--- config.mk ---
export PLATFORM = sky130hd
export DESIGN_NAME = hyperbus_ctrl
export DESIGN_NICKNAME = d
export VERILOG_FILES = /design/src/rtl/hyperbus_pkg.sv /design/src/rtl/hyperbus_rd_capture.sv /design/src/rtl/hyperbus_ctrl.sv
export SDC_FILE = /design/constraint.sdc
export NUM_CORES = 1
export LEC_CHECK = 0
export BUFFER_PORTS_ARGS = -buffer_cell sky130_fd_sc_hd__buf_2
export CAP_MARGIN = 20
export CORE_ASPECT_RATIO = 1.2
export CORE_MARGIN = 2
export CORE_UTILIZATION = 55
export CTS_CLUSTER_DIAMETER = 80
export DETAILED_ROUTE_END_ITERATION = 7
export GPL_TIMING_DRIVEN = 1
export PLACE_DENSITY = 0.77
export SYNTH_ARGS = -nofsm -noshare
export SYNTH_HDL_FRONTEND = slang
export SYNTH_HIERARCHICAL = 1
export SYNTH_SLANG_ARGS = --single-unit
--- constraint.sdc ---
create_clock -name hbus_clk -period 3.6 [get_ports hbus_clk]
set_input_delay 0.36 -clock hbus_clk [delete_from_list [all_inputs] [get_ports hbus_clk]]
set_output_delay 0.36 -clock hbus_clk [all_outputs]
set_load 0.05 [all_outputs]
--- src/rtl/hyperbus_pkg.sv ---
// Shared types and constants for the HyperBus controller: FSM states and command/address layout.
package hyperbus_pkg;

    typedef enum logic [2:0] {
        ST_IDLE,
        ST_CS_SETUP,
        ST_CA,
        ST_LAT,
        ST_WRITE,
        ST_READ,
        ST_CS_HOLD,
        ST_RECOVER
    } state_t;

    localparam int CA_RW    = 47;
    localparam int CA_AS    = 46;
    localparam int CA_BURST = 45;
    localparam int CA_BYTES = 6;

    // Memory space, linear burst; the word address is split around the reserved CA[15:3] field.
    function automatic logic [47:0] build_ca(input logic rd, input logic [31:0] adr);
        logic [47:0] ca;
        ca           = '0;
        ca[CA_RW]    = rd;
        ca[CA_AS]    = 1'b0;
        ca[CA_BURST] = 1'b1;
        ca[44:16]    = adr[31:3];
        ca[2:0]      = adr[2:0];
        return ca;
    endfunction

endpackage

--- src/rtl/hyperbus_rd_capture.sv ---
// Read data capture: one DQ byte per RWDS transition, two bytes form a word.
// Latency: valid/dat_o one cycle after the second byte. No backpressure; waits indefinitely for RWDS.
// Cleared on READ entry so a stale RWDS level from latency is not mistaken for a strobe.
module hyperbus_rd_capture #(
    parameter int DATA_WIDTH = 16
) (
    input  logic                  hbus_clk,
    input  logic                  hbus_rst,
    input  logic                  clr,
    input  logic                  en,
    input  logic                  rwds_i,
    input  logic [7:0]            dq_i,
    output logic [DATA_WIDTH-1:0] dat_o,
    output logic                  valid
);

    logic       rwds_prev;
    logic       phase;
    logic [7:0] hi_q;

    always_ff @(posedge hbus_clk or posedge hbus_rst) begin
        if (hbus_rst) begin
            rwds_prev <= 1'b0;
            phase     <= 1'b0;
            hi_q      <= 8'h00;
            dat_o     <= '0;
            valid     <= 1'b0;
        end else begin
            valid <= 1'b0;
            if (clr) begin
                rwds_prev <= 1'b0;
                phase     <= 1'b0;
            end else if (en) begin
                rwds_prev <= rwds_i;
                if (rwds_i != rwds_prev) begin
                    if (!phase) begin
                        hi_q  <= dq_i;
                        phase <= 1'b1;
                    end else begin
                        dat_o <= DATA_WIDTH'({hi_q, dq_i});
                        valid <= 1'b1;
                        phase <= 1'b0;
                    end
                end
            end
        end
    end

endmodule

--- src/rtl/hyperbus_ctrl.sv ---
// HyperBus memory controller: native word requests -> CS#/CK/DQ/RWDS burst transactions.
// Latency: CS setup + 6 CA + latency + data + CS hold + recovery; data byte per hbus_clk cycle.
// Backpressure: busy blocks new requests; ready paces write words; `HYPERBUS_VAR_LATENCY_EN` samples RWDS for 1x/2x latency.
module hyperbus_ctrl
    import hyperbus_pkg::*;
#(
    parameter int ADDR_WIDTH  = 32,
    parameter int DATA_WIDTH  = 16,
    parameter int BURST_WORDS = 2,
    parameter int LATENCY     = 6,
    parameter int RECOVERY    = 4
) (
    input  logic                  hbus_clk,
    input  logic                  hbus_rst,
    input  logic [ADDR_WIDTH-1:0] adr_i,
    input  logic [DATA_WIDTH-1:0] dat_i,
    output logic [DATA_WIDTH-1:0] dat_o,
    input  logic                  rrq,
    input  logic                  wrq,
    output logic                  ready,
    output logic                  valid,
    output logic                  busy,
    output logic                  hb_cs_n,
    output logic                  hb_ck,
    output logic [7:0]            hb_dq_o,
    output logic                  hb_dq_oe,
    input  logic [7:0]            hb_dq_i,
    output logic                  hb_rwds_o,
    output logic                  hb_rwds_oe,
    input  logic                  hb_rwds_i
);

    state_t      state;
    logic [7:0]  cnt;
    logic [7:0]  wcnt;
    logic [47:0] ca_q;
    logic        is_rd;
    logic        rearm;
    logic        wr_hi;
    logic [7:0]  dq_q;
    logic        lat2x;
    logic [7:0]  lat_last;
    logic        rd_clr;
    logic        rd_en;

`ifndef HYPERBUS_VAR_LATENCY_EN
    assign lat2x = 1'b1;
`endif

    assign lat_last  = lat2x ? 8'(4*LATENCY-1) : 8'(2*LATENCY-1);
    assign rd_clr    = (state == ST_LAT) && (cnt == lat_last);
    assign rd_en     = (state == ST_READ);
    assign hb_rwds_o = 1'b0;
    // High byte goes straight from dat_i during the ready cycle; low byte is held for the next.
    assign hb_dq_o   = wr_hi ? dat_i[DATA_WIDTH-1 -: 8] : dq_q;

    always_ff @(posedge hbus_clk or posedge hbus_rst) begin
        if (hbus_rst) begin
            state      <= ST_IDLE;
            cnt        <= 8'd0;
            wcnt       <= 8'd0;
            ca_q       <= '0;
            is_rd      <= 1'b0;
            rearm      <= 1'b1;
            wr_hi      <= 1'b0;
            dq_q       <= 8'h00;
            hb_cs_n    <= 1'b1;
            hb_ck      <= 1'b0;
            hb_dq_oe   <= 1'b0;
            hb_rwds_oe <= 1'b0;
            ready      <= 1'b0;
            busy       <= 1'b0;
`ifdef HYPERBUS_VAR_LATENCY_EN
            lat2x      <= 1'b0;
`endif
        end else begin
            ready <= 1'b0;
            if (!rrq && !wrq) rearm <= 1'b1;
            case (state)
                ST_IDLE: if ((rrq || wrq) && rearm) begin
                    rearm   <= 1'b0;
                    is_rd   <= rrq;
                    ca_q    <= build_ca(rrq, 32'(adr_i));
                    busy    <= 1'b1;
                    hb_cs_n <= 1'b0;
                    state   <= ST_CS_SETUP;
                end
                ST_CS_SETUP: begin
                    state    <= ST_CA;
                    cnt      <= 8'd0;
                    hb_ck    <= 1'b1;
                    hb_dq_oe <= 1'b1;
                    dq_q     <= ca_q[47:40];
                    ca_q     <= ca_q << 8;
                end
                ST_CA: begin
                    hb_ck <= ~hb_ck;
`ifdef HYPERBUS_VAR_LATENCY_EN
                    if (cnt == 8'd0) lat2x <= hb_rwds_i;
`endif
                    if (cnt == 8'(CA_BYTES-1)) begin
                        state    <= ST_LAT;
                        cnt      <= 8'd0;
                        hb_dq_oe <= 1'b0;
                        dq_q     <= 8'h00;
                    end else begin
                        cnt  <= cnt + 8'd1;
                        dq_q <= ca_q[47:40];
                        ca_q <= ca_q << 8;
                    end
                end
                ST_LAT: begin
                    hb_ck <= ~hb_ck;
                    if (cnt == lat_last) begin
                        cnt  <= 8'd0;
                        wcnt <= 8'd0;
                        if (is_rd) begin
                            state <= ST_READ;
                        end else begin
                            state      <= ST_WRITE;
                            hb_dq_oe   <= 1'b1;
                            hb_rwds_oe <= 1'b1;
                            wr_hi      <= 1'b1;
                            ready      <= 1'b1;
                        end
                    end else begin
                        cnt <= cnt + 8'd1;
                    end
                end
                ST_WRITE: begin
                    if (wr_hi) begin
                        hb_ck <= ~hb_ck;
                        wr_hi <= 1'b0;
                        dq_q  <= dat_i[7:0];
                    end else if (wcnt == 8'(BURST_WORDS-1)) begin
                        state      <= ST_CS_HOLD;
                        hb_ck      <= 1'b0;
                        hb_dq_oe   <= 1'b0;
                        hb_rwds_oe <= 1'b0;
                        dq_q       <= 8'h00;
                    end else begin
                        hb_ck <= ~hb_ck;
                        wcnt  <= wcnt + 8'd1;
                        wr_hi <= 1'b1;
                        ready <= 1'b1;
                    end
                end
                ST_READ: begin
                    if (valid && wcnt == 8'(BURST_WORDS-1)) begin
                        state <= ST_CS_HOLD;
                        hb_ck <= 1'b0;
                    end else begin
                        hb_ck <= ~hb_ck;
                        if (valid) wcnt <= wcnt + 8'd1;
                    end
                end
                ST_CS_HOLD: begin
                    state   <= ST_RECOVER;
                    hb_cs_n <= 1'b1;
                    cnt     <= 8'd0;
                end
                ST_RECOVER: begin
                    if (cnt == 8'(RECOVERY-1)) begin
                        state <= ST_IDLE;
                        busy  <= 1'b0;
                    end else begin
                        cnt <= cnt + 8'd1;
                    end
                end
                default: state <= ST_IDLE;
            endcase
        end
    end

    hyperbus_rd_capture #(
        .DATA_WIDTH(DATA_WIDTH)
    ) u_rd_capture (
        .hbus_clk(hbus_clk),
        .hbus_rst(hbus_rst),
        .clr     (rd_clr),
        .en      (rd_en),
        .rwds_i  (hb_rwds_i),
        .dq_i    (hb_dq_i),
        .dat_o   (dat_o),
        .valid   (valid)
    );

endmodule

After elaboration in Yosys (flattened, before gate mapping)
Index checks and enable logic that the tools add are counted.
{"block": "word_totals", "regBits": 111, "out_inout_bits": 32, "word_cells": 147}
{"block": "classes", "n_addsub": 2, "eq_ne": 26, "n_mux": 62, "n_bitwise": 3, "n_reduce_logical": 35}
{"operator": "48-bit one-hot mux with 3 select lines", "n": 1}
{"operator": "48-bit two-way mux", "n": 2}
{"operator": "8-bit two-way mux", "n": 12}
{"operator": "8-bit one-hot mux with 3 select lines", "n": 2}
{"operator": "8-bit one-hot mux with 4 select lines", "n": 1}
{"operator": "1-bit two-way mux", "n": 29}
{"operator": "3-bit one-hot mux with 8 select lines", "n": 1}
{"operator": "3-bit two-way mux", "n": 7}
{"operator": "2-bit inequality test (second input constant)", "n": 10}
{"operator": "8-bit by 1-bit adder with 8-bit output (second input constant)", "n": 2}
{"operator": "3-bit equality test (second input constant)", "n": 4}
{"operator": "6-bit AND reduction", "n": 2}
{"operator": "4-bit nonzero test", "n": 3}
{"operator": "1-bit one-hot mux with 2 select lines", "n": 5}
{"operator": "2-bit AND reduction", "n": 5}
{"operator": "2-bit nonzero test", "n": 5}
{"operator": "3-bit AND reduction", "n": 3}
{"operator": "3-bit nonzero test", "n": 3}
{"operator": "8-bit by 1-bit equality test with 1-bit output (second input constant)", "n": 1}
{"operator": "8-bit by 2-bit equality test with 1-bit output (second input constant)", "n": 1}
{"operator": "8-bit by 3-bit equality test with 1-bit output (second input constant)", "n": 1}
{"operator": "8-bit by 5-bit equality test with 1-bit output (second input constant)", "n": 1}
{"operator": "1-bit one-hot mux with 4 select lines", "n": 2}
{"operator": "4-bit AND reduction", "n": 2}
{"operator": "13 further kinds", "n": 23}

Logic depth before layout (Yosys ltp)
Gate-level depths: netlist of the first run.
{"block": "logic_depth", "word_depth": 5, "ltp_mapped": 9, "depth_no_buf": 7}

Cells and area by module
The synthesis of the first run kept the hierarchy.
{"module": "hyperbus_ctrl", "n_inst": 1, "cells_per_inst": 391, "area_per_inst_um2": 3843.7}
{"module": "hyperbus_rd_capture", "n_inst": 1, "cells_per_inst": 63, "area_per_inst_um2": 1067.3}

Least setup slack after synthesis of the first run
Ideal clock, no wire load.
{"block": "synth_path", "path_kind": "register to register", "startpoint": "register cnt[3]", "endpoint": "register u_rd_capture.dat_o[10]", "arrival_time_ns": 2.446, "slack_ns": 1.029, "stages_incl_launch_ff": 9, "path_buffers": 3, "path_cell_list": "dfrtp_1 > or4_4 > buf_6 > or4_4 > clkinv_2 > and4b_1 > buf_6 > buf_8 > mux2_4"}
{"block": "synth_via", "elab_chain_cells": 4}
{"element": "start, declared", "line_no": "hyperbus_ctrl.sv:34", "rtl": "logic [7:0] cnt;"}
{"element": "start signal, assigned", "line_no": "hyperbus_ctrl.sv:107", "rtl": "cnt <= cnt + 8'd1;"}
{"element": "start signal, assigned", "line_no": "hyperbus_ctrl.sv:127", "rtl": "cnt <= cnt + 8'd1;"}
{"element": "start signal, assigned", "line_no": "hyperbus_ctrl.sv:167", "rtl": "cnt <= cnt + 8'd1;"}
{"element": "8-bit by 5-bit equality test with 1-bit output", "line_no": "hyperbus_ctrl.sv:51", "rtl": "assign rd_clr = (state == ST_LAT) && (cnt == lat_last);"}
{"element": "1-bit logical AND", "line_no": "hyperbus_ctrl.sv:51"}
{"element": "via rd_clr", "line_no": "hyperbus_ctrl.sv:43", "rtl": "logic rd_clr;"}
{"element": "1-bit NOT (no source line)"}
{"element": "4-bit AND reduction (no source line)"}
{"element": "end signal, assigned", "line_no": "hyperbus_rd_capture.sv:40", "rtl": "dat_o <= DATA_WIDTH'({hi_q, dq_i});"}
{"element": "end, declared", "line_no": "hyperbus_rd_capture.sv:13", "rtl": "output logic [DATA_WIDTH-1:0] dat_o,"}
The timed path passes the listed nets, and every way through them passes these cells.
A chain may end at the register's enable or synchronous reset.

Final worst setup path of the first run
{"block": "layout_path", "startpoint": "register cnt[3]", "endpoint": "register u_rd_capture.dat_o[11]"}
The elaborated chain is that of the path after synthesis.

==> results.cfg, run 1 <==
[clock_tree]
clk_pin_slew_ns = 0.10
post-cts-setup-buffer-count = 0
cts_resized = 0
cts_buffers = 9
cts_tree = done
cts_max_level = 3
insertion_delay_ns = 0.37
clock-sinks = 101
hold_buffers = 0
root_buffer = clkbuf_8
cts_buffer_depth = 2

[place]
place_congestion = 0.879
portBuffers = 91
dp_cells = 642
place.detailed.hpwl_mm = 7.65
place_area_sq_mm = 0.00542

[setup_path]
critPathBufInv = 1
critPathMaxStageDelay_ns = 0.61
startpoint = cnt[3]$_DFFE_PP0P_
required_ns = 3.86
reg2reg_to = u_rd_capture/dat_o[11]$_DFFE_PP0P_
cp_max_fo = 17
critPathTopFamily = simple AND/OR/NAND/NOR gates
startpoint_type = flop
r2r_slack_ns = 0.81
cp_slowest_cell = or4_4
worstReg2RegStart = cnt[3]$_DFFE_PP0P_
end_kind = flop
path_cells = or4_4, or4_4, clkinv_2, and4b_1, mux2_4
cp.depth = 5
cpMostUsedCell = or4_4
worstPathArrival_ns = 3.06
crit_end = u_rd_capture/dat_o[11]$_DFFE_PP0P_
ff2ff_path_depth = 5
worstSetupPathType = reg2reg

[pwr]
max-vdd-ir-drop_mv = 0.424
powerDensity_mw_per_mm2 = 743
leakage_nw = 2.82

[logic_synthesis]
synthXorXnorAreaFrac_pct = 0.357
synthSimpleGateAreaFrac_pct = 12.3
syn_inst = 454
synth_edf_count = 0
synth.distinct_cells = 62
syn_area_sq_mm = 0.00491
async_flop_share_pct = 100
yosysTopAreaCell = dfrtp_1
synthTopCellsByArea = dfrtp_1, mux2_2, o21ai_0
synth_compound_area_share_pct = 15.0
synth_top_area_share_pct = 50.4
syn_avg_cell_area_sq_um = 10.8
ys_seq_area_share_pct = 51.5
synth_ff_type = dfrtp_1
ys_warn_count = 6
synth_fa_ha_area_share_pct = 1.02
synth_top_family_by_area = multiplexers
syn_nets = 519
synthMuxAreaShare_pct = 16.2
synth_seq_cells = 101

[drt]
drt_first_pass_iters = 5
num_vias = 3717
drtAntennaViolNets = 0
totalWireLength_mm = 10.6
drcViolationCount = 0
viasPerCell = 5.63
drt_iter0_markers = 228
drt-wirelength-per-cell_um = 16.0

[sta]
slew_viol_final = 0
final.setup.tns_ns = 0
final-hold-violation-count = 0
max_slew.worst_pin.slew_ns = 0.926
rsz0062_at_grt = false
min_period_ns = 2.79
slew_headroom_pct = 38.2
clock.fmax_mhz = 358
skew_ns = 0.00956
fin_crit_sh_pct = 77.6
setup_viol = 0

[global_route]
grt_pass1_vias = 3728
grt-ovfl-total = 0
grt_use_total_pct = 23.4
grt_start_max_net_pins = 77
grt_pass1_wl_mm = 18.0
antenna_found_initial = 0

[floorplanning]
core_area_sq_mm = 0.00861
fp.dieH_um = 108
die_width_um = 90.3
rows = 37
io_pins = 93
die_area_sq_mm = 0.00970
start_util_pct = 57.0

[cells_and_area]
nFillCells = 719
finish.instance_area_sq_mm = 0.00567
post-route-util_pct = 65.9
layout-drive-gt1-share_pct = 30.9
fin_cells = 660
diodes = 0
nets = 603
syn2layout_area_growth_pct = 15.5

[min_path]
min_path_type = in2reg

[job]
cap_violations = 0

[outcome]
outcome = complete, no violations
[kinds of logic (layout without fill, tap and decap cells)]
logic type               after synthesis  in the layout
flip-flops                           101            101
other                                  1              1
multiplexers                          71             71
buffers and inverters                 34            123
XOR/XNOR                               2              2
AND/OR/NAND/NOR                      123            123
adder cells (fa/ha/maj)                4              4
AO/OA/AOI/OAI                        118            118
[synth_stat cells, types with 4 or more instances]
master    count
a21o_1        5
a21oi_1      12
a22o_1       12
a31oi_1       5
buf_2        10
clkbuf_1      8
dfrtp_1      99
ha_1          4
inv_1         9
mux2_2       32
mux2_4        9
mux2i_1      30
nand2_1      63
nand2b_1      4
nand3_1       8
nand4_1       5
nor2_1       15
nor2b_1       7
o21ai_0      61
[metrics by stage]
stage	power (W)	setup WS (ns)	hold slack, ns
CTS	0.00424	0.825	0.0280
global placement	0.00338	0.894	0.440
floorplan	0.00310	1.03	0.413
global route	0.00453	0.709	0.162
finish	0.00422	0.806	0.147
detailed placement	0.00345	0.832	0.439
[cells in the final DEF, fill, tap and decap left out, types with 2 or more instances in the layout]
master | synthesis | final
buf_2 | 10 | 91
nand2_1 | 63 | 63
mux2i_1 | 30 | 30
nand4_1 | 5 | 5
clkbuf_8 | 0 | 9
buf_4 | 1 | 4
o21bai_1 | 3 | 3
nand2b_1 | 4 | 4
a21o_1 | 5 | 5
mux2_2 | 32 | 32
and3_1 | 3 | 3
inv_1 | 9 | 8
dfstp_2 | 2 | 2
mux2_4 | 9 | 9
a21oi_1 | 12 | 12
clkbuf_1 | 8 | 2
nor3_1 | 2 | 2
ha_1 | 4 | 4
o21ba_2 | 2 | 2
o21ai_0 | 61 | 61
nor2b_1 | 7 | 7
dfrtp_1 | 99 | 99
or4_4 | 2 | 2
or2_2 | 2 | 2
nor4_1 | 2 | 2
nor2_1 | 15 | 15
clkinv_4 | 0 | 2
a31oi_1 | 5 | 5
bufinv_16 | 0 | 2
nand3b_1 | 2 | 2
nand3_1 | 8 | 8
a22o_1 | 12 | 12
[registers in the layout (all words and copies together), names as in the netlist, 3 cells and up]
name and count:
ca_q 38, u_rd_capture/hi_q 8, dq_q 8, cnt 8, state 3, wcnt 8, u_rd_capture/dat_o 16
[worst reg2reg max path: stages (launching register included)]
cell and delay [ns]:
dfrtp_1 0.44, or4_4 0.61, or4_4 0.58, clkinv_2 0.12, and4b_1 0.51, mux2_4 0.43
[metal layers]
layer	GRT usage (%)	vias up	wire length, um
met5	0	-	0
met4	8.46	0	165
met3	6.44	18	631
met2	39.6	111	5410
met1	29.1	1801	4380
li1	-	1787	-
[how the worst min path moves through the flow]
| stage | slack [ns] | start | end | cells after the start |
|---|---|---|---|---|
| CTS | 0.03 | hbus_rst | ca_q[28]$_DFFE_PP0P_ | 2 |
| detailed placement | 0.44 | hbus_rst | ca_q[28]$_DFFE_PP0P_ | 2 |
| global route | 0.16 | wrq | rearm$_DFF_PP1_ | 2 |
| global placement | 0.44 | hbus_rst | ca_q[28]$_DFFE_PP0P_ | 2 |
| finish | 0.15 | wrq | rearm$_DFF_PP1_ | 2 |
| floorplan | 0.41 | hbus_rst | u_rd_capture/dat_o[0]$_DFFE_PP0P_ | 1 |
[report_power, final]
group | internal (W) | switching, W | total, W
Sequential | 0.00145 | 0.000244 | 0.00170
Clock | 0.000395 | 0.000396 | 0.000790
Combinational | 0.000697 | 0.00103 | 0.00173
[layout make-up]
cell class              count  area, sq um  area share (%)
clock buffers              11          131            2.32
clock inverters             5         85.1            1.50
inverters                  10         38.8           0.684
multi-input cells         319         2220            39.1
flip-flops and latches    101         2530            44.6
well taps                 117          146            2.58
repair buffers             97          523            9.22
No activity file was read; power rests on OpenSTA's default activity.
==> run 2: changes to the inputs <==
ABC_AREA = 1   (was unset)
PLACE_DENSITY = 0.76   (was 0.77)
clock period = 2.6 ns   (was 3.6 ns; I/O delays follow)
==> run 2 against run 1 <==
  * Die area up 13%
  * Combinational power up 140%
  * Fmax up 32%
  * Non-clock buffer count up 2
  * Critical path type unchanged
  * Final cell count up 45%
  * Critical path depth up 3
  * Final area up 12%
  * Count of clock-buffer cells in the layout down 2
==> results.cfg, run 2 <==
[logic_synthesis]
syn_inst = 741
ys_warn_count = 6
synth_commonest_cells = nand2_1, dfrtp_1, nand3_1, inv_1, o21ai_0
yosysTopAreaCell = dfrtp_1
syn_area_sq_mm = 0.00558
syn_nets = 806
ys_seq_area_share_pct = 45.3
yosysMostFrequentCell = nand2_1
synthTopCellsByArea = dfrtp_1, nand2_1, nand3_1
syn_avg_cell_area_sq_um = 7.53
synth.distinct_cells = 40
async_flop_share_pct = 100
synth_edf_count = 0
synth_ff_type = dfrtp_1
synth_seq_cells = 101
synth_top_area_share_pct = 44.4

[global_route]
grt_pass1_vias = 5012
grt_pass1_wl_mm = 22.2
grt-ovfl-total = 0
grt_use_total_pct = 25.7
grt_start_max_net_pins = 47
antenna_found_initial = 0

[floorplanning]
start_util_pct = 56.0
die_width_um = 96.0
fp.dieH_um = 114
io_pins = 93
die_area_sq_mm = 0.0110
core_area_sq_mm = 0.00996
rows = 40

[pwr]
net-switching-power_w = 0.00408
p_seq_share_pct = 32.1
powerDensity_mw_per_mm2 = 1290
clockPowerShare_pct = 17.0
max-vdd-ir-drop_mv = 0.714
switching_share_pct = 49.6
p_int_w = 0.00414
leakage_nw = 3.53
pwr-share-comb_pct = 51.0

[setup_path]
worstPathArrival_ns = 2.40
critPathMaxStageDelay_ns = 0.63
worstSetupPathType = reg2reg
end_kind = flop
critPathTopFamily = simple AND/OR/NAND/NOR gates
path_cells = inv_2, nand2_2, nor2_2, o21ai_2, nand2_4, nor2_8, o21ai_0, o21ai_1
cp_slowest_cell = dfrtp_1
cp.depth = 8
reg2reg_to = ca_q[45]$_DFFE_PP0P_
startpoint = state[0]$_DFFE_PP0P_
critPathBufInv = 1
worstReg2RegStart = state[0]$_DFFE_PP0P_
r2r_slack_ns = 0.48
cp_max_fo = 46
ff2ff_path_depth = 8
startpoint_type = flop
required_ns = 2.87

[sta]
rsz0062_at_grt = false
fin_crit_sh_pct = 81.7
clock.fmax_mhz = 471
slew_viol_final = 0
max_slew.worst_pin.slew_ns = 0.735
slew_headroom_pct = 50.9
setup_viol = 0
final-hold-violation-count = 0
timing.final.ws_setup_ns = 0.476
final.setup.tns_ns = 0
min_period_ns = 2.12
skew_ns = 0.00600

[drt]
viasPerCell = 5.32
drt_first_pass_iters = 5
drtAntennaViolNets = 0
totalWireLength_mm = 13.0
num_vias = 5083
drt-wirelength-per-cell_um = 13.7
drcViolationCount = 0
drt_iter0_markers = 349

[place]
place_area_sq_mm = 0.00602
place_congestion = 0.934
portBuffers = 91
post-place-ws_ns = 0.516
place.detailed.hpwl_mm = 9.37

[cells_and_area]
largest_reg_flops = 38
nets = 889
layout-drive-gt1-share_pct = 20.1
final_common_cell = nand2_1
nFillCells = 897
diodes = 0
finish.instance_area_sq_mm = 0.00636
registers.top_by_ff_count = ca_q
top_regs = ca_q: 38 flops, u_rd_capture/dat_o: 16 flops
layout_common_cells = nand2_1, dfrtp_1, buf_2
syn2layout_area_growth_pct = 14.0

[min_path]
worst_hold_path.endpoint = rearm$_DFF_PP1_
hold_depth = 2
worstHoldStart = wrq
min_path_type = in2reg

[clock_tree]
cts_resized = 0
cts_buffer_depth = 2
cts_buffers = 9
clk_pin_slew_ns = 0.07
cts_max_level = 3
clock-sinks = 101
insertion_delay_ns = 0.35
root_buffer = clkbuf_16
post-cts-setup-buffer-count = 0
cts_tree = done
hold_buffers = 0

[outcome]
outcome = complete, no violations

[job]
cap_violations = 0
==> run 2: cell types whose count changed after synthesis, sizes merged, moves of 8 or more <==
| cell | previous run | this run |
|---|---|---|
| a22o | 12 | 0 |
| buf | 16 | 24 |
| inv | 9 | 54 |
| mux2 | 41 | 0 |
| mux2i | 30 | 0 |
| nand2 | 63 | 338 |
| nand3 | 8 | 61 |
| nand4 | 5 | 13 |
| nor2 | 16 | 53 |
==> run 2: routing by layer <==
layer	share of wire (%)	vias up	global-route usage, %
met3	5.0	23	3.88
met1	41	2379	32.2
li1	-	2520	-
met2	52	161	43.7
met4	2.2	0	10.8
met5	0	-	0
==> run 2: kinds of logic after synthesis <==
| group | Yosys count | synth area share [%] |
|---|---|---|
| AO/OA/AOI/OAI | 73 | 7.51 |
| XOR/XNOR | 1 | 0.157 |
| adder cells (fa/ha/maj) | 4 | 0.897 |
| buffers and inverters | 82 | 7.76 |
| flip-flops | 101 | 45.3 |
| other | 1 | 0.0672 |
| AND/OR/NAND/NOR | 479 | 38.3 |
==> run 2: metrics by stage <==
step	total power, W	utilization, %	hold slack [ns]	instances
floorplan	0.00611	-	0.313	741
global placement	0.00669	60.4	0.440	937
detailed placement	0.00682	60.4	0.435	937
CTS	0.00824	63.5	0.0617	953
global route	0.00891	63.9	0.128	955
finish	0.00821	63.9	0.118	955
==> run 2: worst max path at each step <==
| stage | endpoint | slack, ns |
|---|---|---|
| floorplan | busy$_DFFE_PP0P_ | 0.46 |
| global placement | ca_q[45]$_DFFE_PP0P_ | 0.60 |
| detailed placement | ca_q[45]$_DFFE_PP0P_ | 0.52 |
| CTS | ca_q[45]$_DFFE_PP0P_ | 0.49 |
| global route | ca_q[45]$_DFFE_PP0P_ | 0.24 |
| finish | ca_q[45]$_DFFE_PP0P_ | 0.48 |
==> run 2: cell type report <==
cell class	instances	area (sq um)	share of cell area, %
Tap cell	126	158	2.48
Timing Repair Buffer	99	538	8.45
Multi-Input combinational cell	558	2620	41.1
Sequential cell	101	2530	39.8
Clock buffer	9	225	3.54
Inverter	55	214	3.36
Clock inverter	7	81.3	1.28
==> run 2: power by group through the flow <==
stage	Clock, W	Combinational (W)	Sequential [W]
after global placement	0	0.00407	0.00262
after detailed placement	0	0.00417	0.00265
after CTS	0.00142	0.00419	0.00263
after floorplan	0	0.00320	0.00292
after global routing	0.00147	0.00473	0.00271
final	0.00139	0.00419	0.00263
==> run 3: changes to the inputs <==
ABC_AREA = 0   (was 1)
CORE_UTILIZATION = 50   (was 55)
PLACE_DENSITY = 0.74   (was 0.76)
clock period = 1.8 ns   (was 2.6 ns; I/O delays follow)
==> run 3 against run 2 <==
  * The flow now finishes with violations (negative setup slack)
  * Combinational power grew 17%
  * Highest routed layer unchanged
  * Setup slack worse by 0.91 ns
  * First-iteration DRC count down 46%
  * Critical path depth is 2 lower
  * Sequential share of layout area down 0.52 points
  * Wire length shrank 13%
  * Sequential power rose by 24%
==> results.cfg, run 3 (synthesis results as in run 1) <==
[setup_path]
r2r_slack_ns = -0.43
cp_slowest_cell = or4_4
critPathMaxStageDelay_ns = 0.53
cp_max_fo = 17
ff2ff_path_depth = 6
worstReg2RegStart = cnt[7]$_DFFE_PP0P_
path_cells = or4_4, or4_4, clkinv_4, and4b_1, buf_12, mux2_4
end_kind = flop
worstSetupPathType = reg2reg
reg2reg_to = u_rd_capture/dat_o[13]$_DFFE_PP0P_
required_ns = 2.03
cpMostUsedCell = or4_4
startpoint_type = flop
worstPathArrival_ns = 2.46

[sta]
fin_crit_sh_pct = 124
rsz0062_at_grt = true
max_slew.worst_pin.slew_ns = 0.629
timing.final.ws_setup_ns = -0.430
holdWs_ns = 0.0405
skew_ns = 0.00525
clock.fmax_mhz = 448
final.setup.tns_ns = -19.36
final-hold-violation-count = 0
min_period_ns = 2.23
slew_headroom_pct = 57.6
slew_viol_final = 0
setup_viol = 92

[drt]
drtAntennaViolNets = 0
drcViolationCount = 0
totalWireLength_mm = 11.3
num_vias = 3999
viasPerCell = 5.52
drt-wirelength-per-cell_um = 15.7
drt_iter0_markers = 187
drt_first_pass_iters = 4

[min_path]
worstHoldStart = rrq
worst_hold_path.endpoint = rearm$_DFF_PP1_
min_path_type = in2reg
hold_depth = 2

[pwr]
finalPower_w = 0.00990
leakage_nw = 3.21
max-vdd-ir-drop_mv = 0.899
powerDensity_mw_per_mm2 = 1540

[floorplanning]
start_util_pct = 51.3
core_area_sq_mm = 0.00956
io_pins = 93
die_area_sq_mm = 0.0106
die_width_um = 94.5
rows = 39
fp.dieH_um = 113

[global_route]
grt_pass1_wl_mm = 18.9
grt_use_total_pct = 22.6
antenna_found_initial = 1
grt_pass1_vias = 4025
grt-ovfl-total = 0
grt_start_max_net_pins = 75

[outcome]
violations = negative setup slack
outcome = finished with violations

[place]
place.detailed.hpwl_mm = 7.73
place_congestion = 0.823
dp_cells = 697
portBuffers = 91

[clock_tree]
cts_buffers = 9
cts_max_level = 3
clock-sinks = 101
clk_pin_slew_ns = 0.06
cts_tree = done
insertion_delay_ns = 0.34
cts_buffer_depth = 2
root_buffer = clkbuf_16

[cells_and_area]
largest_reg_flops = 38
layout-drive-gt1-share_pct = 41.2
post-route-util_pct = 67.4
ff_latch_area_sq_mm = 0.00253
nets = 662
registers.top_by_ff_count = ca_q
layout_common_cells = dfrtp_1, buf_2, nand2_1
nFillCells = 752
fin_cells = 724
multiInputGateArea_sq_mm = 0.00239
final_common_cell = dfrtp_1
top_regs = ca_q: 38 flops, u_rd_capture/dat_o: 16 flops
syn2layout_area_growth_pct = 31.3

[job]
cap_violations = 0
run 3: power breakdown:
part / internal, W / switching, W / leakage (nW) / total [W]
Combinational: 0.00232 / 0.00258 / 1.77 / 0.00490
Sequential: 0.00291 / 0.000359 / 1.31 / 0.00327
Clock: 0.000922 / 0.000809 / 0.125 / 0.00173
run 3: how the worst max path moves through the flow:
stage / cells after the start / start / to / slack (ns)
after detailed placement: 6 / cnt[7]$_DFFE_PP0P_ / u_rd_capture/dat_o[9]$_DFFE_PP0P_ / -0.41
after global routing: 6 / cnt[7]$_DFFE_PP0P_ / u_rd_capture/dat_o[13]$_DFFE_PP0P_ / -0.48
final: 6 / cnt[7]$_DFFE_PP0P_ / u_rd_capture/dat_o[13]$_DFFE_PP0P_ / -0.43
after global placement: 6 / cnt[7]$_DFFE_PP0P_ / u_rd_capture/dat_o[7]$_DFFE_PP0P_ / -0.39
after CTS: 6 / cnt[7]$_DFFE_PP0P_ / u_rd_capture/dat_o[13]$_DFFE_PP0P_ / -0.42
after floorplan: 8 / cnt[7]$_DFFE_PP0P_ / u_rd_capture/dat_o[10]$_DFFE_PP0P_ / -0.66
run 3: per-layer routing:
layer  GRT usage [%]  routed length, um  up-vias
li1                -                  -     1922
met5               0                  0        -
met1            29.3               4940     1971
met2            37.7               5770       89
met4            8.12                192        0
met3            4.23                444       17
run 3: through the flow:
step                      area (sq um)  setup slack [ns]
after floorplan                   5000            -0.659
after global placement            5910            -0.395
after detailed placement          5910            -0.415
after CTS                         6380            -0.424
after global routing              6450            -0.479
final                             6450            -0.430
run 3: what timing repair did:
action / 4_1_cts / 5_1_grt
cloned: 4 / 0
setup endpoints to repair: 94 / 96
setup buffers: 6 / 1
pin swaps: 7 / 8
hold endpoints to repair: 99 / 0
hold buffers: 1 / 0
gates resized for setup: 19 / 13
run 3: worst max-delay path: cells and delay by family, from the launching register on:
family | cells | cell delay [ns]
mux | 1 | 0.30
flops | 1 | 0.38
buf+inv | 2 | 0.23
simple gates | 3 | 1.19
run 3: final cells by class:
cell class,count,area share (%)
inverters,10,0.718
clock inverters,4,0.407
repair buffers,155,16.6
multi-input cells,320,37.0
flip-flops and latches,101,39.2
well taps,123,2.39
clock buffers,10,3.55
diodes,1,0.0388
